<file path="src/rtl/trace_input_queue_if.sv">
// Handshake/data bundle for trace_input_queue: push side, pop side, config bus and status.
interface trace_input_queue_if #(
  parameter int N          = 8,
  parameter int DATA_WIDTH = 32,
  parameter int IB_DEPTH   = 4,
  parameter int CHAIN_W    = 1
);
  localparam int CW = $clog2(IB_DEPTH + 1);

  logic                  enqueue;
  logic                  tracing;
  logic                  eof_in;
  logic [CHAIN_W-1:0]    chainId_in;
  logic [DATA_WIDTH-1:0] vector_in [N];
  logic                  dequeue;
  logic [7:0]            configId;
  logic [7:0]            configData;

  logic                  valid_out;
  logic [DATA_WIDTH-1:0] vector_out [N];
  logic                  eof_out;
  logic [CHAIN_W-1:0]    chainId_out;
  logic [CW-1:0]         count_out;
  logic                  full_out;
  logic                  empty_out;
  logic                  almost_full_out;
  logic [15:0]           drop_count_out;

  modport master (
    output enqueue, tracing, eof_in, chainId_in, vector_in, dequeue, configId, configData,
    input  valid_out, vector_out, eof_out, chainId_out, count_out,
           full_out, empty_out, almost_full_out, drop_count_out
  );

  modport slave (
    input  enqueue, tracing, eof_in, chainId_in, vector_in, dequeue, configId, configData,
    output valid_out, vector_out, eof_out, chainId_out, count_out,
           full_out, empty_out, almost_full_out, drop_count_out
  );
endinterface

</file>
<file path="src/rtl/trace_input_queue.sv">
// Circular queue of N-lane vectors with eof/chain ID, 1-cycle registered pop and occupancy flags.
// Define TRACE_INPUT_QUEUE_DROP_CNT_EN to build the saturating rejected-push counter.
module trace_input_queue #(
  parameter int         N          = 8,
  parameter int         DATA_WIDTH = 32,
  parameter int         IB_DEPTH   = 4,
  parameter int         CHAIN_W    = 1,
  parameter logic [7:0] CFG_ID     = 8'h01
) (
  input logic                  clk,
  input logic                  reset,
  trace_input_queue_if.slave   q_if
);
  localparam int VW = N * DATA_WIDTH;
  localparam int EW = VW + 1 + CHAIN_W;
  localparam int PW = $clog2(IB_DEPTH);
  localparam int CW = $clog2(IB_DEPTH + 1);
  localparam logic [7:0]    AF_RST   = (IB_DEPTH > 255) ? 8'hFF : 8'(IB_DEPTH);
  localparam logic [PW-1:0] PTR_LAST = PW'(IB_DEPTH - 1);
  localparam logic [CW-1:0] CNT_FULL = CW'(IB_DEPTH);

  logic [EW-1:0]      mem_q [IB_DEPTH];
  logic [PW-1:0]      wr_ptr_q, wr_ptr_d, rd_ptr_q, rd_ptr_d;
  logic [CW-1:0]      count_q, count_d;
  logic [7:0]         af_thr_q, af_thr_d;
  logic               empty_q, full_q, af_q;
  logic               valid_q;
  logic               eof_q, eof_d;
  logic [CHAIN_W-1:0] chain_q, chain_d;
  logic [VW-1:0]      vec_q;
  logic               push, pop;
  logic [EW-1:0]      wr_word, rd_word;

  assign pop     = q_if.dequeue & ~empty_q;
  // A full queue still accepts a push when the same cycle frees a slot.
  assign push    = q_if.enqueue & q_if.tracing & (~full_q | pop);
  assign rd_word = mem_q[rd_ptr_q];

  always_comb begin
    wr_word = '0;
    wr_word[EW-1]              = q_if.eof_in;
    wr_word[EW-2 -: CHAIN_W]   = q_if.chainId_in;
    for (int i = 0; i < N; i++) begin
      wr_word[i*DATA_WIDTH +: DATA_WIDTH] = q_if.vector_in[i];
    end
  end

  always_comb begin
    wr_ptr_d = wr_ptr_q;
    rd_ptr_d = rd_ptr_q;
    count_d  = count_q;
    af_thr_d = af_thr_q;
    eof_d    = 1'b0;
    chain_d  = '0;
    if (push) wr_ptr_d = (wr_ptr_q == PTR_LAST) ? '0 : wr_ptr_q + PW'(1);
    if (pop) begin
      rd_ptr_d = (rd_ptr_q == PTR_LAST) ? '0 : rd_ptr_q + PW'(1);
      eof_d    = rd_word[EW-1];
      chain_d  = rd_word[EW-2 -: CHAIN_W];
    end
    if (push && !pop)      count_d = count_q + CW'(1);
    else if (pop && !push) count_d = count_q - CW'(1);
    if (q_if.configId == CFG_ID) af_thr_d = q_if.configData;
  end

  always_ff @(posedge clk) begin
    if (reset) begin
      wr_ptr_q <= '0;
      rd_ptr_q <= '0;
      count_q  <= '0;
      af_thr_q <= AF_RST;
      empty_q  <= 1'b1;
      full_q   <= 1'b0;
      af_q     <= 1'b0;
      valid_q  <= 1'b0;
      eof_q    <= 1'b0;
      chain_q  <= '0;
    end else begin
      wr_ptr_q <= wr_ptr_d;
      rd_ptr_q <= rd_ptr_d;
      count_q  <= count_d;
      af_thr_q <= af_thr_d;
      empty_q  <= (count_d == '0);
      full_q   <= (count_d == CNT_FULL);
      af_q     <= (32'(count_d) >= 32'(af_thr_d));
      valid_q  <= pop;
      eof_q    <= eof_d;
      chain_q  <= chain_d;
    end
  end

  // Storage and output vector carry no reset; the vector is meaningless while valid is low.
  always_ff @(posedge clk) begin
    if (push) mem_q[wr_ptr_q] <= wr_word;
    if (pop)  vec_q <= rd_word[VW-1:0];
  end

  always_comb begin
    for (int i = 0; i < N; i++) begin
      q_if.vector_out[i] = vec_q[i*DATA_WIDTH +: DATA_WIDTH];
    end
  end

  assign q_if.valid_out       = valid_q;
  assign q_if.eof_out         = eof_q;
  assign q_if.chainId_out     = chain_q;
  assign q_if.count_out       = count_q;
  assign q_if.empty_out       = empty_q;
  assign q_if.full_out        = full_q;
  assign q_if.almost_full_out = af_q;

`ifdef TRACE_INPUT_QUEUE_DROP_CNT_EN
  logic [15:0] drop_q;
  logic        drop;

  assign drop = q_if.enqueue & q_if.tracing & ~push;

  always_ff @(posedge clk) begin
    if (reset)                           drop_q <= '0;
    else if (drop && drop_q != 16'hFFFF) drop_q <= drop_q + 16'd1;
  end

  assign q_if.drop_count_out = drop_q;
`else
  assign q_if.drop_count_out = 16'h0000;
`endif
endmodule

</file>
<file path="src/flat_wrapper.sv">
// flat-port wrapper written by rule: the top's interface ports become plain ports
module trace_input_queue_flat 
#(
  parameter int         N          = 8,
  parameter int         DATA_WIDTH = 32,
  parameter int         IB_DEPTH   = 4,
  parameter int         CHAIN_W    = 1,
  parameter logic [7:0] CFG_ID     = 8'h01
)
  (clk, reset, q_if_enqueue, q_if_tracing, q_if_eof_in, q_if_chainId_in, q_if_vector_in, q_if_dequeue, q_if_configId, q_if_configData, q_if_valid_out, q_if_vector_out, q_if_eof_out, q_if_chainId_out, q_if_count_out, q_if_full_out, q_if_empty_out, q_if_almost_full_out, q_if_drop_count_out);
  trace_input_queue_if #(.N(N), .DATA_WIDTH(DATA_WIDTH), .IB_DEPTH(IB_DEPTH), .CHAIN_W(CHAIN_W)) q_if_i ();
  input logic clk;
  input logic reset;
  input wire logic [$bits(q_if_i.enqueue)-1:0] q_if_enqueue;
  input wire logic [$bits(q_if_i.tracing)-1:0] q_if_tracing;
  input wire logic [$bits(q_if_i.eof_in)-1:0] q_if_eof_in;
  input wire logic [$bits(q_if_i.chainId_in)-1:0] q_if_chainId_in;
  input wire logic [$bits(q_if_i.vector_in)-1:0] q_if_vector_in;
  input wire logic [$bits(q_if_i.dequeue)-1:0] q_if_dequeue;
  input wire logic [$bits(q_if_i.configId)-1:0] q_if_configId;
  input wire logic [$bits(q_if_i.configData)-1:0] q_if_configData;
  output wire logic [$bits(q_if_i.valid_out)-1:0] q_if_valid_out;
  output wire logic [$bits(q_if_i.vector_out)-1:0] q_if_vector_out;
  output wire logic [$bits(q_if_i.eof_out)-1:0] q_if_eof_out;
  output wire logic [$bits(q_if_i.chainId_out)-1:0] q_if_chainId_out;
  output wire logic [$bits(q_if_i.count_out)-1:0] q_if_count_out;
  output wire logic [$bits(q_if_i.full_out)-1:0] q_if_full_out;
  output wire logic [$bits(q_if_i.empty_out)-1:0] q_if_empty_out;
  output wire logic [$bits(q_if_i.almost_full_out)-1:0] q_if_almost_full_out;
  output wire logic [$bits(q_if_i.drop_count_out)-1:0] q_if_drop_count_out;
  assign q_if_i.enqueue = q_if_enqueue;
  assign q_if_i.tracing = q_if_tracing;
  assign q_if_i.eof_in = q_if_eof_in;
  assign q_if_i.chainId_in = q_if_chainId_in;
  assign q_if_i.vector_in = {>>{q_if_vector_in}};
  assign q_if_i.dequeue = q_if_dequeue;
  assign q_if_i.configId = q_if_configId;
  assign q_if_i.configData = q_if_configData;
  assign q_if_valid_out = q_if_i.valid_out;
  assign q_if_vector_out = {>>{q_if_i.vector_out}};
  assign q_if_eof_out = q_if_i.eof_out;
  assign q_if_chainId_out = q_if_i.chainId_out;
  assign q_if_count_out = q_if_i.count_out;
  assign q_if_full_out = q_if_i.full_out;
  assign q_if_empty_out = q_if_i.empty_out;
  assign q_if_almost_full_out = q_if_i.almost_full_out;
  assign q_if_drop_count_out = q_if_i.drop_count_out;
  trace_input_queue #(.N(N), .DATA_WIDTH(DATA_WIDTH), .IB_DEPTH(IB_DEPTH), .CHAIN_W(CHAIN_W), .CFG_ID(CFG_ID)) u_core (.clk(clk), .reset(reset), .q_if(q_if_i));
endmodule
</file>
<file path="config.mk">
export PLATFORM = sky130hd
export DESIGN_NAME = trace_input_queue_flat
export DESIGN_NICKNAME = d
export VERILOG_FILES = /design/src/rtl/trace_input_queue_if.sv /design/src/rtl/trace_input_queue.sv /design/src/flat_wrapper.sv
export SDC_FILE = /design/constraint.sdc
export NUM_CORES = 1
export LEC_CHECK = 0
export BUFFER_PORTS_ARGS = -buffer_cell sky130_fd_sc_hd__buf_4
export CAP_MARGIN = 20
export CELL_PAD_IN_SITES_DETAIL_PLACEMENT = 1
export CELL_PAD_IN_SITES_GLOBAL_PLACEMENT = 2
export CORE_ASPECT_RATIO = 0.8
export CORE_MARGIN = 1
export CORE_UTILIZATION = 41
export DETAILED_ROUTE_END_ITERATION = 12
export GPL_ROUTABILITY_DRIVEN = 1
export GPL_TIMING_DRIVEN = 0
export PLACE_DENSITY = 0.72
export SLEW_MARGIN = 30
export SYNTH_ARGS = -nofsm -noshare
export SYNTH_HDL_FRONTEND = slang
export SYNTH_SLANG_ARGS = --single-unit
</file>
<file path="constraint.sdc">
create_clock -name clk -period 9.5 [get_ports clk]
set_clock_uncertainty 0.2 [all_clocks]
set_input_delay 1.9 -clock clk [delete_from_list [all_inputs] [get_ports clk]]
set_output_delay 1.9 -clock clk [all_outputs]
set_load 0.02 [all_outputs]
</file>
==> impl_metrics.py <==
metrics = {
    "detailed_routing": {
        "first_iter_violations": 1460,
        "via_count": 20550,
        "viasPerCell": 5.047,
        "wl_um": 102300,
        "ant_nets": 0,
        "remaining_drc_errors": 0,
        "dr.pass1.iters": 5,
        "drt-wirelength-per-cell_um": 25.12,
    },
    "yosys": {
        "synth_largest_area_cell": "edfxtp_1",
        "ys_top_cells_by_count": "edfxtp_1 (1288), mux4_2 (258), buf_2 (33), dfxtp_1 (23), buf_4 (20)",
        "ys_seq_area_frac": 0.8504,
        "yosysTopAreaCellShare": 0.8404,
        "synth_area_mm2": 0.04602,
        "syn_area_per_cell_um2": 26.37,
        "syn_inst": 1745,
        "synth_top_flop_cell": "edfxtp_1",
        "synth.most_common_cell": "edfxtp_1",
        "synth_edf_count": 1288,
        "synth_cell_types": 34,
        "synth-seq-cells": 1311,
        "synth.area.top_cells": "edfxtp_1 (84%), mux4_2 (13%), dfxtp_1 (1.0%), buf_2 (0.36%), buf_4 (0.33%)",
        "ys.warnings.count": 0,
        "async_flop_share": 0,
    },
    "status": {
        "status": "complete, no violations",
    },
    "clock_network": {
        "cts_setup_buffers": 0,
        "cts.sinks": 1311,
        "cts_htree_levels": 4,
        "cts-resized-gates": 0,
        "cts.clk_slew.worst_paths_ns": 0.06,
        "cts_tree": "done",
        "cts_hold_buf": 0,
        "clockBufferDepth": 3,
        "clockRootBuffer": "clkbuf_16",
        "cts_buffers": 130,
        "worstSkewPairLatency_ns": 0.75,
    },
    "timing": {
        "tightest_slew_ns": 0.7855,
        "drv_slew": 0,
        "hold_violations": 0,
        "holdWs_ns": 0.2575,
        "min_period_ns": 4.102,
        "finalCritPeriodShare": 0.4318,
        "rsz0062_at_grt": "no",
        "max_slew_margin": 0.4763,
        "max_freq_ghz": 0.2438,
        "setup_violations": 0,
    },
    "worst_hold_path": {
        "hold_depth": 2,
        "hp-class": "reg2reg",
        "min_to": "u_core.af_thr_q[7]$_SDFF_PP0_",
        "hp-start": "u_core.af_thr_q[7]$_SDFF_PP0_",
    },
    "floorplanning": {
        "coreArea_mm2": 0.1109,
        "start_util": 0.4151,
        "pin_count": 560,
        "die_w_um": 376.6,
        "die_y_um": 301.7,
        "row_count": 109,
        "dieArea_mm2": 0.1136,
    },
    "worst_setup_path": {
        "critPathKind": "in2reg",
        "r2r-end": "u_core.mem_q[1][117]$_DFFE_PP_",
        "worstPathArrival_ns": 4.33,
        "start_kind": "input port",
        "worstPathRequired_ns": 9.73,
        "rr_startpoint": "u_core.q_if.empty_out$_SDFF_PP1_",
        "reg2reg_slack_ns": 6.24,
        "crit_path_end_kind": "flop",
        "crit_fanout": 38,
        "ff2ff_path_depth": 7,
    },
    "power": {
        "power.density_mw_per_mm2": 237.4,
        "power_mw": 13.52,
        "peakVddDrop_mv": 0.1703,
        "p_leak_nw": 18.91,
    },
    "finish": {
        "fillerInstances": 9720,
        "areaGrowthSynthToFinish_pct": 23.80,
        "nNetsFinal": 2754,
        "multiInputGateArea_mm2": 0.006515,
        "final_cells": 4071,
        "drive_gt1_frac": 0.4183,
        "postLayoutCellArea_mm2": 0.05697,
        "final-seq-area_mm2": 0.03914,
    },
    "flow_run": {
        "cap_violations": 0,
    },
    "grt": {
        "grt_max_degree": 72,
        "first_global_vias": 22320,
        "grt_pass1_wl_um": 147900,
        "grt_overflow": 0,
        "grt_usage": 0.1802,
        "antenna_found_initial": 22,
    },
    "place": {
        "gp_congestion": 0.7456,
        "port_buffers": 542,
        "place_inst": 3831,
        "hpwl_um": 65750,
        "placed_area_mm2": 0.05284,
    },
}
-- kinds of logic after synthesis --
kind of cell	after synthesis	synth area share
compound gates	19	0.002637
xor+xnor	2	0.0003807
fa+ha+maj	10	0.002719
buf+inv	85	0.009461
flops	1311	0.8504
mux	264	0.1277
other cells	1	0.00008148
simple gates	53	0.006634
-- placed cells by master, fill, tap and decap left out, types with 2 or more instances in the layout --
master,n
nand2_1,12
inv_6,6
nor3_1,5
nor2_1,11
bufinv_16,8
clkinv_1,30
ha_1,10
clkinvlp_4,4
a21oi_1,11
clkbuf_1,33
mux2i_1,5
inv_16,4
and3_1,2
buf_16,24
buf_4,562
and2_4,5
mux4_2,258
conb_1,16
a211oi_1,3
diode_2,3
clkinv_4,2
buf_2,34
nand2b_1,3
and4_1,2
nand3_1,8
clkbuf_16,135
edfxtp_1,1288
clkinv_2,20
dfxtp_1,23
buf_1,17
inv_1,7
xnor2_1,2
buf_12,7
-- how the worst max path moves through the flow --
| stage | startpoint | cells after the start | slack, ns | endpoint |
|---|---|---|---|---|
| 2_1_floorplan | q_if_dequeue | 4 | 0.29 | u_core.mem_q[1][0]$_DFFE_PP_ |
| 3_3_place_gp | q_if_dequeue | 5 | -5.41 | u_core.mem_q[1][70]$_DFFE_PP_ |
| 3_5_place_dp | q_if_dequeue | 8 | 4.56 | u_core.mem_q[1][70]$_DFFE_PP_ |
| 4_1_cts | q_if_dequeue | 8 | 5.38 | u_core.mem_q[1][162]$_DFFE_PP_ |
| 5_1_grt | q_if_dequeue | 8 | 5.27 | u_core.mem_q[1][162]$_DFFE_PP_ |
| 6_report | q_if_dequeue | 8 | 5.40 | u_core.mem_q[1][117]$_DFFE_PP_ |
-- per-stage QoR --
step / worst slack, ns / utilization / setup TNS [ns]
3_3_place_gp: -5.406 / 0.4692 / -5534.86
2_1_floorplan: 0.2935 / - / 0
6_report: 5.398 / 0.5139 / 0
5_1_grt: 5.270 / 0.5138 / 0
4_1_cts: 5.383 / 0.5138 / 0
3_5_place_dp: 4.557 / 0.4766 / 0
-- registers in the layout, summed over array words and instances, names as in the netlist, named ones only --
signal and flops:
u_core.mem_q 1032, u_core.rd_ptr_q 2, u_core.q_if.almost_full_out 1, u_core.wr_ptr_q 2, u_core.q_if.valid_out 1, u_core.af_thr_q 8, u_core.q_if.count_out 3, u_core.vec_q 256
u_core.q_if.empty_out 1, u_core.q_if.eof_out 1, u_core.q_if.chainId_out 1, u_core.q_if.full_out 1
-- routing by layer --
metal,vias to the layer above,share of wire,track usage
li1,8884,-,-
met3,170,0.085,0.07163
met2,579,0.50,0.2961
met4,34,0.018,0.05188
met1,10880,0.39,0.2203
met5,-,0.0021,0
-- critical path, cell delays in order --
cell,delay (ns)
buf_4,0.08
nand2b_1,0.04
buf_2,0.20
a21oi_1,0.54
and2_4,0.60
buf_16,0.31
buf_16,0.26
buf_16,0.27
-- power breakdown --
group	total, mW	internal, mW	switching [mW]
clock	4.99	2.84	2.14
combinational	1.66	0.721	0.935
sequential	6.88	6.78	0.0975
-- cell type report --
| type | instances | area share |
|---|---|---|
| well taps | 1498 | 0.03290 |
| flip-flops and latches | 1311 | 0.6869 |
| multi-input cells | 364 | 0.1143 |
| clock inverters | 74 | 0.01111 |
| repair buffers | 573 | 0.08547 |
| inverters | 8 | 0.0006588 |
| diodes | 3 | 0.0001318 |
| clock buffers | 163 | 0.06131 |
| plain buffers | 77 | 0.007137 |
(Power assumes the default switching activity.)
